`config.mk`:
```
export PLATFORM = sky130hd
export DESIGN_NAME = nic
export DESIGN_NICKNAME = d
export VERILOG_FILES = /design/src/rtl/nic_pkg.sv /design/src/rtl/nic_buffer.sv /design/src/rtl/nic.sv
export SDC_FILE = /design/constraint.sdc
export NUM_CORES = 1
export LEC_CHECK = 0
export BUFFER_PORTS_ARGS = -buffer_cell sky130_fd_sc_hd__buf_2
export CELL_PAD_IN_SITES_DETAIL_PLACEMENT = 1
export CELL_PAD_IN_SITES_GLOBAL_PLACEMENT = 2
export CORE_MARGIN = 4
export CORE_UTILIZATION = 32
export CTS_CLUSTER_DIAMETER = 60
export DETAILED_ROUTE_END_ITERATION = 8
export PLACE_DENSITY = 0.88
export SYNTH_ARGS = -nofsm -noshare
export SYNTH_HDL_FRONTEND = slang
export SYNTH_SLANG_ARGS = --single-unit
```
`constraint.sdc`:
```
create_clock -name clk -period 10.4 [get_ports clk]
set_input_delay 1.04 -clock clk [delete_from_list [all_inputs] [get_ports clk]]
set_output_delay 1.04 -clock clk [all_outputs]
set_load 0.05 [all_outputs]
```
`src/rtl/nic_pkg.sv`:
```
// Shared constants for the single-entry network interface controller.
package nic_pkg;

  localparam int DATA_WIDTH = 64;
  localparam int ADDR_WIDTH = 2;
  localparam int VC_BIT     = DATA_WIDTH - 1;

  // Memory-mapped slot addresses seen by the pipeline
  localparam logic [ADDR_WIDTH-1:0] NIC_IN_DATA  = 2'b00;
  localparam logic [ADDR_WIDTH-1:0] NIC_IN_STAT  = 2'b01;
  localparam logic [ADDR_WIDTH-1:0] NIC_OUT_DATA = 2'b10;
  localparam logic [ADDR_WIDTH-1:0] NIC_OUT_STAT = 2'b11;

endpackage

```
`src/rtl/nic_buffer.sv`:
```
// One-entry packet buffer. A load is accepted only while the buffer is
// empty; a load that arrives while full is silently dropped. A consume
// empties the buffer but leaves the data register untouched, so a later
// read of an empty buffer returns the stale contents.
module nic_buffer #(
  parameter int W = 64
) (
  input  logic         clk,
  input  logic         rst,
  input  logic         i_load,
  input  logic [W-1:0] i_data,
  input  logic         i_consume,
  output logic         o_full,
  output logic [W-1:0] o_data
);

  logic         r_full;
  logic [W-1:0] r_data;

  // Load has priority only when empty; the full-state consume clears the flag
  always_ff @(posedge clk or posedge rst) begin
    if (rst) begin
      r_full <= 1'b0;
      r_data <= '0;
    end else begin
      if (i_load && !r_full) begin
        r_data <= i_data;
        r_full <= 1'b1;
      end else if (i_consume) begin
        r_full <= 1'b0;
      end
    end
  end

  assign o_full = r_full;
  assign o_data = r_data;

endmodule

```
`src/rtl/nic.sv`:
```
// Network interface controller between the processor pipeline and a
// router port. Holds one incoming and one outgoing packet.
//
// Router handshake: an incoming transfer happens on a rising edge where
// net_si and net_ri are both high; an outgoing transfer happens on a rising
// edge where net_so is high. net_so already includes net_ro and the
// even/odd virtual-channel gate, so the router only samples net_so/net_do.
module nic
  import nic_pkg::*;
(
  input  logic                  clk,
  input  logic                  rst,
  input  logic [ADDR_WIDTH-1:0] addr,
  input  logic [DATA_WIDTH-1:0] d_in,
  output logic [DATA_WIDTH-1:0] d_out,
  input  logic                  nicEn,
  input  logic                  nicEnWr,
  input  logic                  net_si,
  output logic                  net_ri,
  input  logic [DATA_WIDTH-1:0] net_di,
  output logic                  net_so,
  input  logic                  net_ro,
  output logic [DATA_WIDTH-1:0] net_do,
  input  logic                  net_polarity
);

  logic                  w_rd;
  logic                  w_wr;
  logic                  w_in_full;
  logic [DATA_WIDTH-1:0] w_in_data;
  logic                  w_out_full;
  logic [DATA_WIDTH-1:0] w_out_data;
  logic                  w_in_load;
  logic                  w_in_consume;
  logic                  w_out_load;
  logic                  w_vc_match;
  logic                  w_send;

  assign w_rd = nicEn & ~nicEnWr;
  assign w_wr = nicEn & nicEnWr;

  // Incoming path: accept whenever the input slot is empty
  assign net_ri       = ~w_in_full;
  assign w_in_load    = net_si & net_ri;
  assign w_in_consume = w_rd & (addr == NIC_IN_DATA) & w_in_full;

  // Outgoing path: only a write to the out-data slot loads; the buffer
  // drops it if still full, including the cycle the send completes
  assign w_out_load = w_wr & (addr == NIC_OUT_DATA);
  assign w_vc_match = (w_out_data[VC_BIT] == net_polarity);
  assign w_send     = w_out_full & net_ro & w_vc_match;
  assign net_so     = w_send;
  assign net_do     = w_out_data;

  nic_buffer #(.W(DATA_WIDTH)) u_in_buf (
    .clk       (clk),
    .rst       (rst),
    .i_load    (w_in_load),
    .i_data    (net_di),
    .i_consume (w_in_consume),
    .o_full    (w_in_full),
    .o_data    (w_in_data)
  );

  nic_buffer #(.W(DATA_WIDTH)) u_out_buf (
    .clk       (clk),
    .rst       (rst),
    .i_load    (w_out_load),
    .i_data    (d_in),
    .i_consume (w_send),
    .o_full    (w_out_full),
    .o_data    (w_out_data)
  );

  // Processor read mux; zero whenever no read is in progress
  always_comb begin
    d_out = '0;
    if (w_rd) begin
      case (addr)
        NIC_IN_DATA:  d_out = w_in_data;
        NIC_IN_STAT:  d_out = {{(DATA_WIDTH-1){1'b0}}, w_in_full};
        NIC_OUT_DATA: d_out = '0;
        NIC_OUT_STAT: d_out = {{(DATA_WIDTH-1){1'b0}}, w_out_full};
        default:      d_out = '0;
      endcase
    end
  end

endmodule

```
Word level (Yosys, flattened, before mapping)
Cells that the tools add are included.
Storage, ports and cells
  logic and storage cells: 31
  input port bits: 137
  register bits after elaboration: 130
  output and inout port bits: 130
Cells by class
  reductions and logical operators: 7
  bitwise gates (word level): 10
  muxes and demuxes: 6
  equal/unequal tests: 4
Operator list (count)
  $pmux 64 s4: 1
  $mux 64: 1
  $and 1x1->1: 8
  $eq 2x2->1 const B: 2
  $mux 1: 4
  $reduce_bool 2->1: 2
  $eq 2x1->1 const B: 1
  $logic_and 1x1->1: 2
  $logic_not 1->1: 2
  $logic_not 2->1: 1
  $not 1->1: 2
  $eq 1x1->1: 1

Logic depth before layout (Yosys ltp)
Gate-level depths: netlist (run 1).
  depth after elaboration: 6
  gate-level depth with buffers: 5

Cells and area by module
Synthesis (run 1) repeated with hierarchy kept, for this count alone.
Unflattened totals
  cells, all modules: 362
  area, all modules: 6055.8 sq um
Modules (own cells, without submodules)
  nic_buffer: area an instance 2733.9 sq um, seq. area each 1626.6 sq um, instances 2, cells an instance 140
  nic: area an instance 588.1 sq um, seq. area each 0.0 sq um, instances 1, cells an instance 82

Least setup slack after synthesis (run 1)
No wires, ideal clock.
  kind: input to output
  start: in addr[0]
  end: out d_out[49]
  arrival time: 2.088 ns
  slack: 7.272 ns
  stages: 4
  cells stage by stage: nand2b_4 nor3_4 clkbuf_1 and2_1
On the way
  longest elaborated chain between the ends: 3
Ends and longest elaborated chain
  start: declaration: RTL line nic.sv:13  | input logic [ADDR_WIDTH-1:0] addr,
  $eq 2x2->1 (tied with other cells): RTL line nic.sv:79  | case (addr)
  $pmux 64 s4 *: RTL line nic.sv:79
  $mux 64 *: RTL line nic.sv:78  | if (w_rd) begin
  end: declaration: RTL line nic.sv:15  | output logic [DATA_WIDTH-1:0] d_out,
Every way passes the cells marked *; elsewhere a longest branch is shown, timed or not.

Worst setup path in the final report (run 1)
  start: in addr[0]
  end: out d_out[12]
Same word-level chain as after synthesis.

==> results of run 1 <==
-- metal layers --
metal,vias up,share of wire,track usage
met5,-,0,0
met4,0,0.021,0.0637
met3,24,0.087,0.0583
met2,198,0.48,0.256
met1,1895,0.41,0.189
li1,1753,-,-
-- power groups by stage --
stage                     Clock (mW)  Combinational [mW]  Sequential (mW)
final                          0.630                1.08            0.909
after global routing           0.673                1.13            0.942
after CTS                      0.649                1.09            0.914
after detailed placement           0                1.10            0.913
after global placement             0                1.06            0.901
after floorplan                    0               0.415             1.30
-- critical path, stage by stage --
cell      delay (ns)
buf_2           0.12
nand2b_4        0.16
nor3_4          0.11
buf_4           0.42
and2_1          0.23
buf_2           0.27
-- final cells by class --
class,instances,area share
clock inverters,13,0.0243
well taps,220,0.0359
flip-flops and latches,130,0.424
clock buffers,18,0.0572
multi-input cells,204,0.279
inverters,3,0.00179
repair buffers,270,0.177
-- logic make-up (layout without fill, tap and decap cells) --
family,Yosys count,in the layout,synth area share
AO/OA/AOI/OAI,3,3,0.00359
XOR/XNOR,1,1,0.00157
buffers and inverters,23,304,0.0337
flip-flops,130,130,0.583
multiplexers,129,129,0.293
AND/OR/NAND/NOR,71,71,0.0844
-- worst min-delay path by stage --
| stage | startpoint | to | slack, ns | cells after the start |
|---|---|---|---|---|
| global route | u_in_buf.o_data[7] | u_in_buf.o_data[7] | 0.51 | 1 |
| global placement | u_in_buf.o_data[63] | u_in_buf.o_data[63] | 0.48 | 1 |
| CTS | u_in_buf.o_data[53] | u_in_buf.o_data[53] | 0.50 | 1 |
| floorplan | u_in_buf.o_data[32] | u_in_buf.o_data[32] | 0.47 | 1 |
| finish | u_in_buf.o_data[53] | u_in_buf.o_data[53] | 0.50 | 1 |
| detailed placement | u_in_buf.o_data[53] | u_in_buf.o_data[53] | 0.49 | 1 |
-- cell usage after synthesis, drive strengths merged --
master  count
dfrtp     130
mux2      128
and2       63
buf        14
clkbuf      6
inv         3
nor3        2
o21bai      2
and3        1
and3b       1
mux2i       1
nand2       1
nand2b      1
nand3       1
nor2b       1
o21ai       1
xnor2       1
-- sequential cells by signal, summed over array words and instances (netlist names) --
name	flops
u_out_buf.o_full	1
u_in_buf.o_full	1
u_out_buf.o_data	64
u_in_buf.o_data	64
==> impl_results.md, run 1 <==
* Outcome: complete, no violations
* Htree depth at 4
* Launch point of the worst reg-to-reg path: u_out_buf.o_full
* # setup viols final at 0
* Max-Cap Viols at 0
* DP Wirelength at between 10000 and 15000 um
* R2r endpoint: u_out_buf.o_data[60]
* RSZ-0062 raised after global routing: false
* GR Util All Layers at 0.157
* PostCTS Resize Cnt at 0
* Initial core utilization at 0.331
* Worst Hold Class: flop to flop
* I/O Pins at between 200 and 300
* Slew headroom at 0.272
* # nets final at 763
* Gate Count Post-Synth at approximately 360
* CP Data Arrival Time at around 2.4 ns
* Sw Share at 0.406
* Min cycle time layout at about 3.4 ns
* Syn Nets at between 400 and 500
* Hold Buf Count CTS at 0
* Area grow syn2layout at 37.6%
* CTS tree: done
* Comb power frac at 0.412
* Clock power share at 0.241
* Critical Path Sink: d_out[12]
* Pwr Total at approximately 2.6 mW
* Worst setup EP type: output pin
* Die area at 19600 um^2
* Setup TNS at 0 ns
* Core area at 16800 um^2
* Clk sinks at 130
* Final Slew Violations at 0
* WL/cell at between 15 and 20 um
* Commonest non-fill, non-tap cell in the layout: buf_2
* Post-route ant nets at 0
* Mapped Avg Cell Area at between 15 and 20 um^2
* Initial antenna violation count at 0
* Max VDD drop at approximately 220 uV
* CTS Buffer Depth at 2
* Initial DRC Count at 63
* Total grt overflow at 0
* First-pass GRT wire length at 24200 um
* Flop2flop setup slack at roughly 8.3 ns
* Largest net degree at the start of global routing at about 70
* Flop pwr share at 0.347
* Setup slack after layout at roughly 7.0 ns
* Startpoint Class: input pin
* Drt pass-1 iters at 4
* Clock Skew at between 0.007 and 0.008 ns
* Worst-path clk slew at ~0.05 ns
* Synth warn at 0
* Setup Fix Bufs, Post-CTS at 0
* Multi-input gate area in the final layout at about 2100 um^2
* Area share of the largest cell type after synthesis at 0.583
* CTS root buf: clkbuf_16
* Share of cells above drive strength 1 at 0.680
* Post-synthesis sequential element count at 130
* Layout Utilization at 0.456
* Worst setup path startpoint: addr[0]
* F_max at between 0.2 and 0.3 GHz
* Unique masters post-synth at 21
* Site Rows at between 40 and 50
* Sw power at about 1.1 mW
* Sequential area share after synthesis at 0.583
* Register area at ~3300 um^2
* Fin area at between 7000 and 8000 um^2
* Most frequent cells in the layout: buf_2 (266), dfrtp_1 (130), mux2_2 (79), and2_1 (63), mux2_4 (49)
* RD Place Congestion at between 0.8 and 0.9
* Vias per cell at 4.51
* Final wirelength at around 15000 um
* Post-Synthesis Cell Area at ~5600 um^2
* P_leak at 3.91 nW
* Pwr/cell area at approximately 340 nW/um^2
* Port bufs at approximately 270
* # diodes at 0
* Hold Slack at 0.497 ns
* Internal Dissipation at roughly 1.6 mW
* Worst reg2reg path depth at 3
* Residual DRC count at 0
* Least-Margin Pin Slew at about 1.1 ns
* Worst slack at placement at around 7 ns
* Die H at ~140 um
* Ranking of synthesized cells by area: dfrtp_1 (58%), mux2_2 (16%), mux2_4 (13%)
* Hold Fails Final Rpt at 0
* Routed via count at between 3000 and 4000
* DP Cell Count at around 830
* TritonCTS buffer count at 17
* Worst skew pair latency at between 0.4 and 0.5 ns
* Critical path type: input pin to output pin
* Crit path max fanout at 64
* Final period utilization at 0.330
* Placed Area at 7050 um^2
* Die Width at between 100 and 150 um
* FILL cells at 1827
* Worst Path Required at around 9.4 ns
* Yosys top cell by area: dfrtp_1
* Vias in the first global route at around 4400
* Post-Layout Cell Count at approximately 860
(Power assumes the default switching activity.)
==> inputs of run 2 (changes only) <==
--- a/config.mk
+++ b/config.mk
@@ -9,10 +9,10 @@
 export CELL_PAD_IN_SITES_DETAIL_PLACEMENT = 1
 export CELL_PAD_IN_SITES_GLOBAL_PLACEMENT = 2
 export CORE_MARGIN = 4
-export CORE_UTILIZATION = 32
+export CORE_UTILIZATION = 30
 export CTS_CLUSTER_DIAMETER = 60
 export DETAILED_ROUTE_END_ITERATION = 8
-export PLACE_DENSITY = 0.88
+export PLACE_DENSITY = 0.84
 export SYNTH_ARGS = -nofsm -noshare
 export SYNTH_HDL_FRONTEND = slang
 export SYNTH_SLANG_ARGS = --single-unit
==> constraint.sdc (replaced) <==
create_clock -name clk -period 3.55 [get_ports clk]
set_input_delay 0.355 -clock clk [delete_from_list [all_inputs] [get_ports clk]]
set_output_delay 0.355 -clock clk [all_outputs]
set_load 0.05 [all_outputs]
==> run 2 against run 1 <==
  * Clock skew shrank 0.0015 ns
  * Register-to-register slack lost 6.8 ns
  * Hold slack lost 0.41 ns
  * Core utilization shrank 3.1 points
  * Final cell count grew 1.2%
  * Non-clock buffer count is the same
  * Sequential power grew to 2.9 times the previous value
  * First-iteration DRC count grew 13%
  * Cell area grew 0.55%
  * Via count shrank 2.1%
  * Routed wire length shrank 5.5%
  * Largest cell class unchanged
==> impl_results.md, run 2 (synthesized netlist as in run 1, its figures left out) <==
* Outcome: complete, no violations
* Critical path's slowest cell: nor3_4
* PostCTS Resize Cnt at 0 (unchanged)
* Area grow syn2layout at 38.4%
* Hold Slack at 0.0907 ns (-0.407 ns)
* Final wirelength at 14400 um (-5.5%)
* Max incr delay on CP at 0.54 ns (+0.12 ns)
* Routed via count at 3788 (-2.1%)
* CTS tree: done
* Initial antenna violation count at 0 (unchanged)
* Total grt overflow at 0 (unchanged)
* Share of cells above drive strength 1 at 0.681 (about the same)
* Worst setup EP type: output pin
* Max VDD drop at 638 uV (+190%)
* Placed Area at 7100 um^2 (+0.71%)
* Worst Hold Class: input pin to asynchronous set/reset pin
* Initial core utilization at 0.307 (-0.0243)
* Least-Margin Pin Slew at 0.769 ns (-0.323 ns)
* DP Cell Count at 836 (+1.1%)
* Vias in the first global route at 4202 (-4.4%)
* Commonest non-fill, non-tap cell in the layout: buf_2
* Hold Buf Count CTS at 0 (unchanged)
* Worst Path Required at 3.19 ns (-6.17 ns)
* Setup Fix Bufs, Post-CTS at 0 (unchanged)
* Clk sinks at 130 (unchanged)
* WL/cell at 16.6 um (-6.6%)
* Max-Cap Viols at 0 (unchanged)
* Hold Fails Final Rpt at 0 (unchanged)
* # setup viols final at 0 (unchanged)
* Number of buffers and inverters on the critical path at 3 (unchanged)
* Final Slew Violations at 0 (unchanged)
* Die H at 144 um (+3.1%)
* Site Rows at 49 (+4.3%)
* Most frequent cells in the layout: buf_2 (266), dfrtp_1 (130), mux2_2 (79), and2_1 (63), mux2_4 (49)
* P_leak at 3.92 nW (+0.19%)
* Min cycle time layout at 2.24 ns
* Worst-path clk slew at 0.06 ns (about the same)
* Die Width at 144 um (+3.1%)
* Clock Skew at 0.00556 ns (-0.00152 ns)
* DP Wirelength at 10900 um (-7.0%)
* Residual DRC count at 0 (unchanged)
* Vias per cell at 4.36 (-3.2%)
* CP Data Arrival Time at 1.88 ns (-0.51 ns)
* Worst skew pair latency at 0.41 ns (about the same)
* First-pass GRT wire length at 21900 um (-9.4%)
* Crit path max fanout at 43 (-33%)
* CTS root buf: clkbuf_16
* Slew headroom at 0.487 (+0.215)
* RSZ-0062 raised after global routing: false
* Crit-path cells: buf_2 -> nand2b_4 -> nor3_4 -> buf_12 -> and2_1 -> buf_2
* Core area at 18100 um^2 (+7.9%)
* Largest net degree at the start of global routing at 131 (+82%)
* Initial DRC Count at 71 (+13%)
* Fin area at 7710 um^2 (+0.55%)
* F_max at approximately 0.45 GHz
* Critical path type: input pin to output pin
* CP most frequent cell: buf_2
* Top delay family on crit path: simple AND/OR/NAND/NOR gates
* # nets final at 763 (unchanged)
* Post-route ant nets at 0 (unchanged)
* RD Place Congestion at 0.729 (-12%)
* Htree depth at 4 (unchanged)
* Setup TNS at 0 ns (unchanged)
* # diodes at 0 (unchanged)
* CTS Buffer Depth at 2 (unchanged)
* Die area at 20800 um^2 (+6.3%)
* Pwr/cell area at 985 nW/um^2 (+190%)
* Startpoint Class: input pin
* Drt pass-1 iters at 4 (unchanged)
* I/O Pins at 267 (unchanged)
* GR Util All Layers at 0.136 (-0.0215)
* Post-Layout Cell Count at 868 (+1.2%)
* Port bufs at 266 (unchanged)
* TritonCTS buffer count at 17 (unchanged)
* Final period utilization at 0.630
[run 2: cell count changes in the layout (fill, tap and decap cells not counted)]
cell	before	now
buf_12	0	3
buf_4	4	1
bufinv_16	4	3
clkbuf_8	1	0
clkinv_2	2	1
clkinv_4	3	0
inv_4	1	0
inv_6	0	6
inv_8	0	2
[run 2: where the power goes]
group | internal, mW | total, mW | switching, mW | leakage, nW
Clock | 1.13 | 1.83 | 0.708 | 0.296
Combinational | 1.14 | 3.14 | 2.00 | 2.08
Sequential | 2.23 | 2.63 | 0.399 | 1.55
[run 2: stage by stage]
stage / power, mW / worst slack, ns / utilization
6_report: 7.60 / 1.31 / 0.425
5_1_grt: 8.00 / 1.14 / 0.425
4_1_cts: 7.73 / 1.26 / 0.425
3_5_place_dp: 5.84 / 1.26 / 0.391
3_3_place_gp: 5.74 / 1.33 / 0.391
2_1_floorplan: 5.04 / 1.59 / -
[run 2: area by class of cell]
class                      instances  area (um^2)
clock buffer                      17          425
clock inverter                    15          193
fill                            1969        10400
inverter                           3         15.0
multi-input combinational        204         2140
sequential                       130         3250
tap                              229          287
timing repair buffer             270         1400
[run 2: final timing paths]
check | start | endpoint | slack [ns] | cells after the start
min | rst | u_in_buf.o_data[23] | 0.09 | 3
max reg2reg | u_in_buf.o_full | u_in_buf.o_data[26] | 1.51 | 3
max in group asynchronous | rst | u_in_buf.o_data[18] | 2.80 | 3
max | addr[0] | d_out[55] | 1.31 | 6
min in group clk | d_in[24] | u_out_buf.o_data[24] | 0.17 | 2
min reg2reg | u_in_buf.o_data[59] | u_in_buf.o_data[59] | 0.50 | 1
[run 2: per-layer routing]
| layer | up-vias | part of all wire | GRT usage |
|---|---|---|---|
| met5 | - | 0 | 0 |
| met4 | 0 | 0.015 | 0.0486 |
| met3 | 13 | 0.094 | 0.0496 |
| met2 | 171 | 0.49 | 0.229 |
| met1 | 1842 | 0.40 | 0.159 |
| li1 | 1762 | - | - |
[run 2: tightest hold or removal path, cell delays in order]
cell        delay (ns)
buf_2             0.11
clkinvlp_4        0.07
buf_12            0.44
==> inputs of run 3 (changes only) <==
==> constraint.sdc (replaced) <==
create_clock -name clk -period 2.15 [get_ports clk]
set_input_delay 0.215 -clock clk [delete_from_list [all_inputs] [get_ports clk]]
set_output_delay 0.215 -clock clk [all_outputs]
set_load 0.05 [all_outputs]
==> run 3 against run 2 <==
  * The flow now finishes with violations (negative hold slack)
  * Cell area shrank 0.39%
  * Clock skew grew 0.0020 ns
  * Via count shrank 0.24%
  * Global-route usage grew 0.14 points
  * Critical path depth shrank 2
  * First-iteration DRC count grew 13%
  * Combinational power grew 66%
  * Worst setup slack lost 0.92 ns
  * Final cell count grew 0.23%
  * Sequential cell count is the same
  * Power grew 62%
  * Core utilization shrank 0.17 points
  * Highest routed layer unchanged
==> impl_results.md, run 3 (synthesized netlist as in run 1, its figures left out) <==
* Hold Fails Final Rpt at 29 (+29)
* Site Rows at 49 (unchanged)
* Core area at 18100 um^2 (unchanged)
* PostCTS Resize Cnt at 0 (unchanged)
* Pwr/cell area at 1600 nW/um^2 (+63%)
* DP Wirelength at 10800 um (-1.1%)
* Startpoint Class: flop
* FILL cells at 2000 (+1.6%)
* DP Cell Count at 837 (+0.12%)
* Initial antenna violation count at 1 (+1)
* Area grow syn2layout at 37.8%
* Comb power frac at 0.424 (+0.011)
* First-pass GRT wire length at 22200 um (+1.4%)
* Worst Hold Class: input pin to asynchronous set/reset pin
* Violated checks: negative hold slack
* RD Place Congestion at 0.716 (-1.8%)
* Final Slew Violations at 0 (unchanged)
* Crit path max fanout at 3 (-93%)
* Clk sinks at 130 (unchanged)
* Max incr delay on CP at 0.44 ns (-0.10 ns)
* Fin area at 7680 um^2 (-0.39%)
* Crit-path cells: mux2i_1 -> o21ai_0 -> and3b_1 -> buf_2
* RSZ-0062 raised after global routing: false
* Max VDD drop at 933 uV (+46%)
* # setup viols final at 0 (unchanged)
* Clock power share at 0.223 (-0.018)
* Largest net degree at the start of global routing at 131 (unchanged)
* Worst-path clk slew at 0.06 ns (about the same)
* WL/cell at 16.7 um (+0.82%)
* Post-Layout Cell Count at 870 (+0.23%)
* Most frequent cells in the layout: buf_2 (266), dfrtp_1 (130), mux2_2 (79), and2_1 (63), mux2_4 (49)
* Routed via count at 3779 (-0.24%)
* Worst skew pair latency at 0.40 ns (about the same)
* Htree depth at 4 (unchanged)
* Setup Fix Bufs, Post-CTS at 0 (unchanged)
* TritonCTS buffer count at 17 (unchanged)
* Post-route ant nets at 0 (unchanged)
* Vias per cell at 4.34 (-0.47%)
* # nets final at 764 (+0.13%)
* Min cycle time layout at ~1.8 ns
* Sw Share at 0.414 (+0.00536)
* Hold Buf Count CTS at 0 (unchanged)
* CTS Buffer Depth at 2 (unchanged)
* Initial core utilization at 0.307 (unchanged)
* Die H at 144 um (unchanged)
* R2r endpoint: u_out_buf.o_data[58]
* Vias in the first global route at 4242 (+0.95%)
* Critical path type: flop to output pin
* Commonest non-fill, non-tap cell in the layout: buf_2
* Total grt overflow at 0 (unchanged)
* I/O Pins at 267 (unchanged)
* Die area at 20800 um^2 (unchanged)
* Critical path's slowest cell: dfrtp_1
* Worst Path Required at 1.93 ns (-1.26 ns)
* F_max at around 0.57 GHz
* CTS tree: done
* GR Util All Layers at 0.137 (+0.00135)
* Outcome: complete, but fails checks
* Worst reg2reg path depth at 3 (unchanged)
* Final wirelength at 14600 um (+1.0%)
* CTS root buf: clkbuf_16
* Internal Dissipation at 7.21 mW (+61%)
* Share of cells above drive strength 1 at 0.681 (about the same)
* Drt pass-1 iters at 5 (+1)
* Slew headroom at 0.485 (-0.00199)
* Flop pwr share at 0.354 (+0.009)
* Residual DRC count at 0 (unchanged)
* Initial DRC Count at 80 (+13%)
* CP Data Arrival Time at 1.54 ns (-0.34 ns)
* Worst setup EP type: output pin
* Sw power at 5.10 mW (+64%)
* Placed Area at 7120 um^2 (+0.28%)
* Port bufs at 266 (unchanged)
* Hold Slack at -0.0536 ns (-0.144 ns)
* Die Width at 144 um (unchanged)
* Clock Skew at 0.00753 ns (+0.00197 ns)
* Number of buffers and inverters on the critical path at 1 (-2)
* Launch point of the worst reg-to-reg path: u_out_buf.o_full
* P_leak at 3.91 nW (-0.24%)
* Max-Cap Viols at 0 (unchanged)
* Setup TNS at 0 ns (unchanged)
* Flop2flop setup slack at 0.49 ns (-1.02 ns)
* Top delay family on crit path: flip-flops
* Final period utilization at 0.817
* Least-Margin Pin Slew at 0.772 ns (+0.00298 ns)
==> run 3: cell types whose count changed in the layout (fill, tap and decap cells not counted), moves of 2 or more <==
cell       previous run  this run
clkinv_2              1         4
bufinv_16             3         1
clkinv_4              0         2
inv_8                 2         0
==> run 3: how the worst max path moves through the flow <==
stage	from	end	slack, ns	depth (start not counted)
detailed placement	addr[0]	u_out_buf.o_data[58]	0.47	5
finish	u_in_buf.o_full	d_out[0]	0.39	4
CTS	u_in_buf.o_full	d_out[0]	0.34	4
global route	u_in_buf.o_full	d_out[0]	0.24	4
floorplan	rst	u_in_buf.o_data[0]	0.33	1
global placement	addr[0]	u_out_buf.o_data[61]	0.52	5
==> run 3: metrics by stage <==
step	util	setup slack (ns)	hold WS [ns]	power (mW)
after floorplan	-	0.326	0.363	8.32
after global placement	0.392	0.515	0.446	9.46
after detailed placement	0.392	0.470	0.450	9.68
after CTS	0.423	0.341	0.00736	12.5
after global routing	0.423	0.241	0.00648	13.0
final	0.423	0.394	-0.0536	12.3
==> run 3: power groups by stage <==
stage	combinational (mW)	sequential [mW]	clock, mW
finish	5.22	4.35	2.74
global route	5.47	4.52	2.96
CTS	5.29	4.38	2.84
detailed placement	5.30	4.37	0
global placement	5.16	4.31	0
floorplan	2.01	6.31	0
==> run 3: final cells by class <==
type	count	area, um^2	area share
diodes	1	2.50	0.000326
inverters	3	15.0	0.00195
clock buffers	18	439	0.0572
well taps	229	287	0.0373
multi-input cells	204	2140	0.279
flip-flops and latches	130	3250	0.423
clock inverters	14	126	0.0164
repair buffers	271	1420	0.185
==> run 3: metal layers <==
| layer | global-route usage | up-vias | share of wire |
|---|---|---|---|
| met3 | 0.0542 | 18 | 0.088 |
| met2 | 0.222 | 181 | 0.48 |
| met5 | 0 | - | 0 |
| li1 | - | 1755 | - |
| met1 | 0.166 | 1825 | 0.41 |
| met4 | 0.0486 | 0 | 0.017 |
==> run 3: tightest hold or removal path, delay by kind of cell <==
family	cells	cell delay, ns
buffers and inverters	3	0.61
